## src/rtl/aes_block_buffer_pkg.sv

```systemverilog
// Shared types and constants for the AES block buffer: FSM state encoding,
// block width and the word byte-swap helper.
package aes_package;

    localparam int AES_BLOCK_BITS = 128;
    localparam int AES_WORD_BITS  = 32;

    typedef enum logic [1:0] {
        FILL,
        BLK_OUT,
        WAIT_RES,
        DRAIN
    } aes_buf_state_t;

    function automatic logic [AES_WORD_BITS-1:0] byte_swap(input logic [AES_WORD_BITS-1:0] w);
        return {w[7:0], w[15:8], w[23:16], w[31:24]};
    endfunction

endpackage

```

## src/rtl/aes_block_buffer.sv

```systemverilog
// Packs a word stream into 128-bit AES blocks, hands them to the cipher core
// and unpacks the ciphertext back into words. AES_BLOCK_BUFFER_BYTESWAP_EN byte-reverses words.
module aes_block_buffer
    import aes_package::*;
#(
    parameter int DATA_WIDTH      = 32,
    parameter int WORDS_PER_BLOCK = 4
) (
    input  logic                      clk,
    input  logic                      reset_n,
    input  logic                      clear,
    input  logic                      in_valid_i,
    input  logic [DATA_WIDTH-1:0]     in_data_i,
    output logic                      in_ready_o,
    output logic                      blk_valid_o,
    output logic [AES_BLOCK_BITS-1:0] blk_data_o,
    input  logic                      blk_ready_i,
    input  logic                      res_valid_i,
    input  logic [AES_BLOCK_BITS-1:0] res_data_i,
    output logic                      res_ready_o,
    output logic                      out_valid_o,
    output logic [DATA_WIDTH-1:0]     out_data_o,
    input  logic                      out_ready_i,
    output logic [15:0]               block_count_o,
    output logic                      busy_o
);

    localparam int IDX_W = (WORDS_PER_BLOCK > 1) ? $clog2(WORDS_PER_BLOCK) : 1;
    localparam logic [IDX_W-1:0] LAST_IDX = IDX_W'(WORDS_PER_BLOCK - 1);

    // Element 0 of an ascending packed range is the most significant word.
    typedef logic [0:WORDS_PER_BLOCK-1][DATA_WIDTH-1:0] block_t;

    aes_buf_state_t   state_q, state_d;
    logic [IDX_W-1:0] idx_q, idx_d;
    block_t           blk_q, blk_d;
    logic [15:0]      count_q, count_d;

    logic [DATA_WIDTH-1:0] in_word;
    logic [DATA_WIDTH-1:0] out_word;

`ifdef AES_BLOCK_BUFFER_BYTESWAP_EN
    assign in_word  = byte_swap(in_data_i);
    assign out_word = byte_swap(blk_q[idx_q]);
`else
    assign in_word  = in_data_i;
    assign out_word = blk_q[idx_q];
`endif

    always_comb begin
        state_d = state_q;
        idx_d   = idx_q;
        blk_d   = blk_q;
        count_d = count_q;

        unique case (state_q)
            FILL: begin
                if (in_valid_i) begin
                    blk_d[idx_q] = in_word;
                    if (idx_q == LAST_IDX) begin
                        idx_d   = '0;
                        state_d = BLK_OUT;
                    end else begin
                        idx_d = idx_q + 1'b1;
                    end
                end
            end
            BLK_OUT: begin
                if (blk_ready_i) state_d = WAIT_RES;
            end
            WAIT_RES: begin
                if (res_valid_i) begin
                    blk_d   = res_data_i;
                    state_d = DRAIN;
                end
            end
            DRAIN: begin
                if (out_ready_i) begin
                    if (idx_q == LAST_IDX) begin
                        idx_d   = '0;
                        count_d = count_q + 16'd1;
                        state_d = FILL;
                    end else begin
                        idx_d = idx_q + 1'b1;
                    end
                end
            end
            default: state_d = FILL;
        endcase

        // NOTE: clear is applied last so it overrides any handshake decided above.
        if (clear) begin
            state_d = FILL;
            idx_d   = '0;
            blk_d   = '0;
            count_d = '0;
        end
    end

    // NOTE: blk_q is a plain flop vector, not a RAM, so it is reset along with the
    // rest of the state; reset is synchronous, so only clk appears in the sensitivity list.
    always_ff @(posedge clk) begin
        if (!reset_n) begin
            state_q <= FILL;
            idx_q   <= '0;
            blk_q   <= '0;
            count_q <= '0;
        end else begin
            state_q <= state_d;
            idx_q   <= idx_d;
            blk_q   <= blk_d;
            count_q <= count_d;
        end
    end

    // Every handshake output is a pure decode of registered state.
    assign in_ready_o    = (state_q == FILL);
    assign blk_valid_o   = (state_q == BLK_OUT);
    assign res_ready_o   = (state_q == WAIT_RES);
    assign out_valid_o   = (state_q == DRAIN);
    assign blk_data_o    = blk_q;
    assign out_data_o    = out_word;
    assign block_count_o = count_q;
    assign busy_o        = !((state_q == FILL) && (idx_q == '0));

endmodule

```

## config.mk

```make
export PLATFORM = sky130hd
export DESIGN_NAME = aes_block_buffer
export DESIGN_NICKNAME = d
export VERILOG_FILES = /design/src/rtl/aes_block_buffer_pkg.sv /design/src/rtl/aes_block_buffer.sv
export SDC_FILE = /design/constraint.sdc
export NUM_CORES = 1
export LEC_CHECK = 0
export CORE_ASPECT_RATIO = 0.6
export CORE_UTILIZATION = 45
export DETAILED_ROUTE_END_ITERATION = 12
export PLACE_DENSITY = 0.87
export SKIP_CTS_REPAIR_TIMING = 1
export SLEW_MARGIN = 5
export SYNTH_ARGS = -nofsm -noshare
export SYNTH_HDL_FRONTEND = slang
export SYNTH_SLANG_ARGS = --single-unit
```

## constraint.sdc

```tcl
create_clock -name clk -period 5.65 [get_ports clk]
set_input_delay 0.565 -clock clk [delete_from_list [all_inputs] [get_ports clk]]
set_output_delay 0.565 -clock clk [all_outputs]
set_load 0.02 [all_outputs]
```

==> impl_metrics.csv <==
group,metric,value,unit
sta,clock_skew,15.5,ps
run,max-cap-violations,0,
synth,yosys-top-cells-area,"dfxtp_1 (40%), a211oi_1 (13%), a22oi_1 (13%)",
grt,grt_pass1_wl,40800,um
pwr,total_leakage_power,0.00362,uW
final_layout,drive_above_1_share,7.72,%
grt,overflow,0,
sta,worst_pin_slew,1070,ps
pwr,vdd_ir_drop_max,182,uV
final_layout,utilization,72.8,%
pwr,clkPwrFrac,43.5,%
clock_network,cts-root-buf,"clkbuf_16",
synth,yosys_warnings,0,
final_layout,multi_input_area,0.00405,mm2
synth,ys_seq_area_share,40.4,%
routing,vias,7791,
synth,syn_inst,790,
sta,period_share,66.9,%
die,num_io_pins,348,
pwr,p_switching,639,uW
die,start_util,46.9,%
routing,totalWireLength,26900,um
grt,use_met2,52.5,%
routing,drt_first_pass_iters,5,
grt,grt_use_met3,6.99,%
worst_setup_path,setup.worst_path.start_class,"flop",
routing,final_antenna_net_count,0,
placed_design,dpl.hpwl,18600,um
placed_design,numPortBuffers,347,
pwr,p_int,1880,uW
die,fp-row-count,35,
grt,grt_util_all_layers,31.3,%
sta,fin_hold_ws,505,ps
clock_network,clock-sinks,148,
grt,grt_max_degree,89,
outcome,status,"finished clean",
clock_network,clk_pin_slew,60,ps
clock_network,cts.path.max_buffers,2,
worst_setup_path,worstSetupEndpointType,"flop",
placed_design,place.gp.congestion,0.926,
grt,grt_antenna_before_repair,0,
clock_network,cts_tree,"yes",
synth,synth-edff-count,0,
synth,netlist_area,0.00733,mm2
final_layout,syn_to_final_growth,55.3,%
die,die_w,167,um
worst_setup_path,path_class,"flop to flop",
clock_network,cts_max_level,4,
die,die_y,101,um
die,core_area,0.0156,mm2
min_path,hold_class,"flop to flop",
pwr,seqPwrFrac,42.9,%
die,dieArea,0.0168,mm2
pwr,power.share.switching,25.4,%
synth,ys_ff_latch,148,
routing,dr.first_iter.drc_count,722,
worst_setup_path,crit_path_max_fanout,38,
synth,postSynth.asyncResetShare,0,%
clock_network,clk_latency,410,ps
final_layout,final_area,0.0114,mm2
synth,synth_flop_cell,"dfxtp_1",
grt,grt_pass1_vias,7441,
worst_setup_path,cp.arrival,4100,ps
final_layout,seqCellArea,0.00297,mm2
placed_design,dp_slack,1870,ps
placed_design,dpl_cell_area,0.0108,mm2
routing,wl_per_cell,20.8,um
grt,met1_usage,39.9,%
final_layout,nFillCells,1179,
synth,ys_types,34,
routing,viasPerCell,6.03,
sta,rsz0062_at_grt,"no",
synth,synth_nets,967,
sta,final_hold_viol_count,0,
grt,top_usage_layer,"met2",
synth,synth_top_area_share,40.4,%
worst_setup_path,worstPathRequired,5970,ps
pwr,combPwrFrac,13.6,%
sta,period_minus_slack,3780,ps
sta,tns,0,ps
synth,avgSynthCellArea,9.28,um2
sta,layout_setup_ws,1870,ps
sta,setup_viol_count_final,0,
routing,route.detailed.drc,0,
pwr,p_per_area,221,mW/mm2
final_layout,diodes,0,
sta,timing.fmax,265,MHz
sta,finalMaxSlewViolations,0,
clock_network,cts_buffers,17,
final_layout,nNetsFinal,1252,
synth,yosysTopAreaCell,"dfxtp_1",
min_path,worstHoldPathCells,2,
worst_setup_path,reg2reg_depth,6,
sta,max-slew-margin-rel,28.4,%
## worst max-delay path, cell delays in order (launching register included)
cell and delay, ps:
dfxtp_2 570, buf_4 550, ha_2 960, nand3_2 270, or4_1 730, or4_1 450
a21oi_1 150
## cells in the mapped netlist (all sizes together) (2+ instances only)
master and n:
a211oi 128, a21oi 7, a22oi 128, a32o 3, and4 3, buf 19, clkbuf 69, dfxtp 148
ha 10, inv 7, mux2i 5, mux4 32, nand2 8, nand2b 3, nand3 5, nand4 4
nor2 143, nor2b 37, nor3 2, o21ai 6, or3 5, or4 2, xnor2 4, xor2 5
## stage by stage
stage,instances,power (uW)
after floorplan,790,1230
after global placement,1259,1440
after detailed placement,1259,1440
after CTS,1291,2520
after global routing,1291,2590
final,1291,2510
## area by class of cell
cell class / count / share of cell area [%]
multi-input combinational: 547 / 35.6
inverter: 7 / 0.231
clock inverter: 12 / 1.05
clock buffer: 20 / 3.92
sequential: 148 / 26.0
timing repair buffer: 354 / 31.0
tap: 203 / 2.23
## registers in the layout, indices dropped and copies added, names as in the netlist
| signal | count |
|---|---|
| state_q | 2 |
| blk_data_o | 128 |
| block_count_o | 16 |
| idx_q | 2 |
## final timing paths
| path | start | endpoint | slack (ps) |
|---|---|---|---|
| hold reg to reg | block_count_o[15] | block_count_o[15] | 500 |
| setup / recovery | idx_q[1] | block_count_o[15] | 1870 |
| setup reg to reg | idx_q[1] | block_count_o[15] | 1870 |
| hold / removal | block_count_o[15] | block_count_o[15] | 500 |
## layout by cell type, fill, tap and decap left out, types with 6 or more instances in the layout
master           count
clkdlybuf4s50_1    347
dfxtp_1            146
nor2_1             143
a22oi_1            128
a211oi_1           128
nor2b_1             35
mux4_2              32
clkbuf_16           17
nand2_1              8
inv_1                7
a21oi_1              7
ha_1                 7
buf_4                7
o21ai_0              6
## power groups by stage
stage / Combinational (uW) / Sequential [uW] / Clock [uW]
final: 342 / 1080 / 1090
after global routing: 362 / 1080 / 1150
after CTS: 341 / 1080 / 1100
after detailed placement: 338 / 1100 / 0
after global placement: 336 / 1100 / 0
after floorplan: 122 / 1110 / 0
## layer usage
metal  routed length (um)  part of all wire [%]
met5                    0                     0
met4                  559                   2.1
met3                 2230                   8.3
met1                11200                    42
met2                13000                    48
## cells by family after synthesis
logic type      after synthesis  share of synthesized area [%]
mux                          37                           10.5
buf+inv                      95                           4.97
flops                       148                           40.4
xor+xnor                      9                           1.08
compound gates              276                           28.0
fa+ha+maj                    10                           1.71
simple gates                215                           13.3
(Power assumes the default switching activity.)
